$ cat src/rtl/cpu_clk_ctrl.sv
// cpu_clk_ctrl: CPU advance strobe and legacy divided clock generator.
// Three modes: halt, free-run at a programmable divide ratio, and single-step
// from a debounced push-button. Also counts issued strobes for the debug display.
module cpu_clk_ctrl #(
  parameter int DIV_W      = 21,
  parameter int DEB_CYCLES = 50000,
  parameter int DEB_W      = 16
) (
  input  logic             clk,
  input  logic             rst,
  input  logic [1:0]       mode,
  input  logic [DIV_W-1:0] div,
  input  logic             step_btn,
  output logic             cpu_clk_en,
  output logic             cpu_clock,
  output logic             running,
  output logic [15:0]      step_cnt
);

  typedef enum logic [1:0] {
    HALT = 2'd0,
    RUN  = 2'd1,
    STEP = 2'd2
  } state_t;

  // Last debounce count value before the new level is accepted.
  localparam logic [DEB_W-1:0] DEB_LAST = DEB_W'(DEB_CYCLES - 1);

  localparam int SYNC_STAGES = 2;

  state_t             state_reg, state_next;
  logic [DIV_W-1:0]   dcnt_reg, dcnt_next;
  logic               en_reg, en_next;
  logic               cpu_clock_reg;
  logic [15:0]        step_cnt_reg;

  logic [SYNC_STAGES-1:0] sync_reg;
  logic               s2;
  logic               deb_reg, deb_next;
  logic [DEB_W-1:0]   bcnt_reg, bcnt_next;
  logic               deb_d_reg;
  logic               press;

  // ---------------------------------------------------------------------------
  // Button synchronizer: stage 0 samples the raw pin, later stages shift it on.
  // ---------------------------------------------------------------------------
  generate
    for (genvar gi = 0; gi < SYNC_STAGES; gi++) begin : g_sync
      if (gi == 0) begin : g_first
        // First stage captures the asynchronous button.
        always_ff @(posedge clk) begin
          if (rst) sync_reg[gi] <= 1'b0;
          else     sync_reg[gi] <= step_btn;
        end
      end else begin : g_next
        // Later stages resolve metastability of the previous stage.
        always_ff @(posedge clk) begin
          if (rst) sync_reg[gi] <= 1'b0;
          else     sync_reg[gi] <= sync_reg[gi-1];
        end
      end
    end
  endgenerate

  assign s2 = sync_reg[SYNC_STAGES-1];

  // ---------------------------------------------------------------------------
  // Debouncer: accept a new level only after DEB_CYCLES consecutive samples.
  // ---------------------------------------------------------------------------
  // Next accepted level and stability counter.
  always_comb begin
    deb_next  = deb_reg;
    bcnt_next = bcnt_reg;
    if (s2 == deb_reg) begin
      bcnt_next = '0;
    end else if (bcnt_reg == DEB_LAST) begin
      deb_next  = s2;
      bcnt_next = '0;
    end else begin
      bcnt_next = bcnt_reg + 1'b1;
    end
  end

  // Debouncer state and the one-cycle delayed copy used for edge detection.
  always_ff @(posedge clk) begin
    if (rst) begin
      deb_reg   <= 1'b0;
      bcnt_reg  <= '0;
      deb_d_reg <= 1'b0;
    end else begin
      deb_reg   <= deb_next;
      bcnt_reg  <= bcnt_next;
      deb_d_reg <= deb_reg;
    end
  end

  // Rising edge of the accepted level only; releases never produce a press.
  assign press = deb_reg & ~deb_d_reg;

  // ---------------------------------------------------------------------------
  // Mode FSM with divide counter and strobe generation.
  // ---------------------------------------------------------------------------
  // State, divide counter and strobe registers.
  always_ff @(posedge clk) begin
    if (rst) begin
      state_reg <= HALT;
      dcnt_reg  <= '0;
      en_reg    <= 1'b0;
    end else begin
      state_reg <= state_next;
      dcnt_reg  <= dcnt_next;
      en_reg    <= en_next;
    end
  end

  // Mode decode plus per-state strobe and divide-counter behaviour.
  always_comb begin
    state_next = HALT;
    dcnt_next  = '0;
    en_next    = 1'b0;

    // The reserved encoding falls through to HALT.
    case (mode)
      2'b01:   state_next = RUN;
      2'b10:   state_next = STEP;
      default: state_next = HALT;
    endcase

    case (state_reg)
      RUN: begin
        // >= so that lowering div below the running count strobes at once
        // instead of wrapping through the full counter range.
        if (dcnt_reg >= div) begin
          dcnt_next = '0;
          en_next   = 1'b1;
        end else begin
          dcnt_next = dcnt_reg + 1'b1;
          en_next   = 1'b0;
        end
      end
      STEP: begin
        // Presses seen in other states are dropped, never buffered.
        en_next = press;
      end
      default: begin
        en_next = 1'b0;
      end
    endcase
  end

  // ---------------------------------------------------------------------------
  // Legacy clock and strobe counter, both driven by the registered strobe.
  // ---------------------------------------------------------------------------
  // Toggle the legacy clock and count strobes one cycle after each strobe.
  always_ff @(posedge clk) begin
    if (rst) begin
      cpu_clock_reg <= 1'b0;
      step_cnt_reg  <= '0;
    end else begin
      cpu_clock_reg <= cpu_clock_reg ^ en_reg;
      step_cnt_reg  <= step_cnt_reg + {15'd0, en_reg};
    end
  end

  assign cpu_clk_en = en_reg;
  assign cpu_clock  = cpu_clock_reg;
  assign running    = (state_reg == RUN);
  assign step_cnt   = step_cnt_reg;

endmodule

$ cat config.mk
export PLATFORM = sky130hd
export DESIGN_NAME = cpu_clk_ctrl
export DESIGN_NICKNAME = d
export VERILOG_FILES = /design/src/rtl/cpu_clk_ctrl.sv
export SDC_FILE = /design/constraint.sdc
export NUM_CORES = 1
export LEC_CHECK = 0
export BUFFER_PORTS_ARGS = -buffer_cell sky130_fd_sc_hd__buf_2
export CORE_MARGIN = 5
export CORE_UTILIZATION = 45
export CTS_BUF_LIST = sky130_fd_sc_hd__clkbuf_8
export DETAILED_ROUTE_END_ITERATION = 6
export PLACE_DENSITY = 0.65
export REMOVE_ABC_BUFFERS = 1
export SLEW_MARGIN = 5
export SYNTH_ARGS = -nofsm -noshare
export SYNTH_HDL_FRONTEND = slang
export SYNTH_SLANG_ARGS = --single-unit
$ cat constraint.sdc
create_clock -name clk -period 5.7 [get_ports clk]
set_clock_uncertainty 0.05 [all_clocks]
set_input_delay 1.71 -clock clk [delete_from_list [all_inputs] [get_ports clk]]
set_output_delay 1.71 -clock clk [all_outputs]
set_load 0.03 [all_outputs]
* Word-level counts from Yosys, hierarchy flattened
Cells that the tools add are included.
** Storage, ports and cells
- Bits in registers :: 61
- Word-level logic and storage cells :: 31
** Cells by class
- $lt $le $gt $ge :: 1
- Reduce and logical (&&, ||, !) cells :: 3
- Bitwise gates (word level) :: 5
- Equal/unequal tests :: 6
- Muxes and demuxes :: 3
- $add $sub $neg :: 3
** Operators with widths (number)
- adder 21 x 1 -> 21 bit, second input constant :: 1
- greater-or-equal comparator 21 bit :: 1
- adder 16 x 1 -> 16 bit :: 1
- adder 16 x 1 -> 16 bit, second input constant :: 1
- == test 16 bit, second input constant :: 1
- OR reduction 3 bit :: 2
- == test 2 x 1 -> 1 bit, second input constant :: 2
- == test 2 bit, second input constant :: 2
- one-hot mux 2 bit (2 select lines) :: 1
- NOT 1 bit :: 3
- one-hot mux 1 bit (2 select lines) :: 1
- AND reduction 2 bit :: 1
- bitwise AND 1 bit :: 1
- == test 1 bit :: 1
- 2-to-1 mux 1 bit :: 1
- XOR 1 bit :: 1

* Logic depth before layout (Yosys ltp)
- Depth in word-level cells :: 3
- Gate-level depth with buffers :: 8

* Least setup slack after synthesis
OpenSTA, ideal clock, no wires.
- Path type :: input-to-reg
- Start point :: input div[10]
- End point :: register dcnt_reg[17]
- Data arrival time :: 3168 ps
- Required time :: 5576 ps
- Stages :: 8
- Path slack :: 2407 ps
- Cells stage by stage :: inv_1 -> ha_1 -> a21o_1 -> a221o_1 -> a221oi_2 -> o21ai_2 -> buf_6 -> nor3_2
** On the way
- Longest elaborated chain between the ends :: 2
** RTL lines
- start: declaration :: line 12 : input logic [DIV_W-1:0] div,
- greater-or-equal comparator 21 bit :: line 133 : if (dcnt_reg >= div) begin
- OR reduction 3 bit (no line)
- end signal: assignment :: line 111 : dcnt_reg <= dcnt_next;
- end: declaration :: line 32 : logic [DIV_W-1:0] dcnt_reg, dcnt_next;
Every way passes these cells.
A chain may end at the register's enable or synchronous reset.

* Final worst setup path
- Start point :: input div[10]
- End point :: register en_reg (netlist: cpu_clk_en)
** On the way
- Longest elaborated chain between the ends :: 3
** RTL lines
- greater-or-equal comparator 21 bit :: line 133
- 2-to-1 mux 1 bit :: line 133
- one-hot mux 1 bit (2 select lines) :: line 129 : case (state_reg)
- end signal: assignment :: line 112 : en_reg <= en_next;
- end: declaration :: line 33 : logic en_reg, en_next;
Every way passes these cells.

==> flow_summary_export.csv <==
group,metric,value,unit
outcome,outcome,"finished clean",
route,num_vias,2443,
run,drv_cap,0,
power_and_ir_drop,p_per_area,238,nW/µm²
grt,grt_pass1_vias,2360,
sta,min_period,3.31,ns
yosys,synth-seq-cells,61,
yosys,synth-edff-count,0,
yosys,avgSynthCellArea,9.13,µm²
cts,cts_setup_buffers,0,
yosys,synth_flop_cell,"dfxtp_1",
power_and_ir_drop,p_leak,1.51,nW
yosys,yosysTopAreaCellShare,0.385,
setup_path,critical-path-top-delay-family,"compound AO/OA/AOI/OAI gates",
floorplanning,io_pins,45,
yosys,synth_common_cells,"dfxtp_1, nor2_1, inv_1",
yosys,synth-xor-area-share,0.130,
sta,tightest_slew,0.500,ns
sta,hold_viol,0,
route,route.antenna.remaining_nets,0,
yosys,yosysMostFrequentCell,"dfxtp_1",
sta,finalSetupTns,0,ns
sta,fmax,302,MHz
yosys,synthAdderAreaFrac,0.107,
final_layout,syn_to_final_growth,16.8,%
route,drt_iter0_drc,79,
cts,numClockSinks,61,
power_and_ir_drop,p_total,0.880,mW
placed_design,hpwlAfterDp,4510,µm
cts,clock_latency,0.34,ns
sta,min_period_over_period,0.581,
cts,clk_pin_slew,0.07,ns
cts,cts-htree-levels,3,
yosys,ys.warnings.count,0,
grt,grtUsageTotal,0.149,
setup_path,required,5.88,ns
yosys,seq_area_frac_synth,0.385,
yosys,synth.distinct_cells,36,
cts,ctsHoldBuffers,0,
cts,cts_buffer_depth,2,
yosys,synth_compound_area_frac,0.0442,
grt,antenna_found_initial,0,
cts,cts_buffers,9,
final_layout,fill_cells,656,
placed_design,io_buffers,44,
floorplanning,initial_utilization,0.464,
sta,max_slew_margin,0.666,
sta,fin_hold_ws,0.398,ns
cts,root_buffer,"clkbuf_8",
sta,setup_viol,0,
cts,cts_tree,"built",
yosys,synthMuxAreaShare,0.00316,
placed_design,place_congestion,0.787,
yosys,synthCells,347,
min_path,hp-class,"flip-flop to flip-flop",
floorplanning,fp.dieH,93.9,µm
final_layout,largest_reg_flops,21,
setup_path,cp_slowest_cell,"a221o_1",
floorplanning,dieWidth,93.9,µm
route,routed_via_density,4.92,
route,drt-pass1-iter-count,4,
route,wl_per_cell,12.1,µm
yosys,synth_top_family_by_area,"simple AND/OR/NAND/NOR gates",
setup_path,path_max_fanout,22,
route,wl,6010,µm
setup_path,path_cells,"buf_2 -> inv_1 -> ha_1 -> a21o_1 -> a221o_1 -> a221oi_2 -> o21ai_2 -> buf_4 -> o221a_2",
setup_path,path_buf_inv,3,
floorplanning,dieArea,8820,µm²
floorplanning,row_count,30,
final_layout,antenna_cells,0,
power_and_ir_drop,ir_drop,0.000113,V
route,drcViolationCount,0,
setup_path,startpoint_type,"input port",
setup_path,endpoint_kind,"flip-flop",
setup_path,slowest_delay,0.33,ns
final_layout,final_nets,449,
grt,grt_start_max_net_pins,27,
setup_path,path_class,"input port to flip-flop",
yosys,synthTopCellsByArea,"dfxtp_1, ha_1, xnor2_1",
cts,post_cts_resized,0,
sta,rsz0062_at_grt,"false",
yosys,synth_area,3170,µm²
grt,grt_pass1_wl,10400,µm
grt,gr-total-overflow,0,
final_layout,drive_gt1_frac,0.217,
setup_path,crit_arrival,3.50,ns
yosys,synthSimpleGateAreaFrac,0.283,
sta,drv_slew,0,
floorplanning,fp.coreArea,6830,µm²
yosys,synthArstFlopShare,0,
yosys,synth_area_leader_cell,"dfxtp_1",
logic make-up after synthesis:
kind of cell               Yosys count
adders and majority gates           27
DFF                                 61
muxes                                1
buffers and inverters               36
xor gates and xnor gates            47
and+or+nand+nor                    153
AOI/OAI and AO/OA                   22
final cells by class:
cell class,count,area (µm²),area share
Multi-Input combinational cell,250,1800,0.486
Sequential cell,61,1220,0.330
Timing Repair Buffer,46,235,0.0635
Clock buffer,9,124,0.0335
Tap cell,96,120,0.0324
Inverter,28,105,0.0284
Clock inverter,7,98.8,0.0267
per-layer routing:
metal,track usage,wire [µm],vias up
li1,-,-,1291
met4,0.0626,95,0
met5,0,0,-
met2,0.250,2930,26
met3,0.0489,189,7
met1,0.173,2800,1119
through the flow:
| stage | instances | cell area (µm²) | utilization | setup WS, ns |
|---|---|---|---|---|
| 6_report | 497 | 3700 | 0.542 | 2.39 |
| 5_1_grt | 497 | 3700 | 0.542 | 2.34 |
| 4_1_cts | 497 | 3700 | 0.542 | 2.40 |
| 3_5_place_dp | 481 | 3480 | 0.509 | 2.03 |
| 3_3_place_gp | 481 | 3480 | 0.509 | 2.09 |
| 2_1_floorplan | 339 | 3120 | - | 2.03 |
placed cells by master, fill, tap and decap left out, types with 8 or more instances in the layout:
master	n
nand4_1	10
xor2_1	20
and4_1	8
inv_1	28
o21ai_0	8
buf_2	44
nand3_1	20
nand2_1	18
clkbuf_8	9
nor2_1	40
and3_1	8
ha_1	27
dfxtp_1	61
a21oi_1	8
xnor2_1	27
nor3_2	20
power breakdown:
part           internal, mW  switching [mW]  total [mW]
combinational        0.0133          0.0163      0.0296
sequential            0.428        0.000999       0.429
clock                 0.248           0.174       0.422
total                 0.689           0.191       0.880
worst paths after layout:
| check | slack [ns] | cells past startpoint | to | from |
|---|---|---|---|---|
| worst min register to register | 0.40 | 1 | s2$_SDFF_PP0_ | sync_reg[0]$_SDFF_PP0_ |
| worst max register to register | 3.49 | 7 | cpu_clk_en$_SDFF_PP0_ | dcnt_reg[10]$_SDFF_PP0_ |
| worst min-delay path | 0.40 | 1 | s2$_SDFF_PP0_ | sync_reg[0]$_SDFF_PP0_ |
| worst max-delay path | 2.39 | 9 | cpu_clk_en$_SDFF_PP0_ | div[10] |
Power figures use the tool's default switching activity.
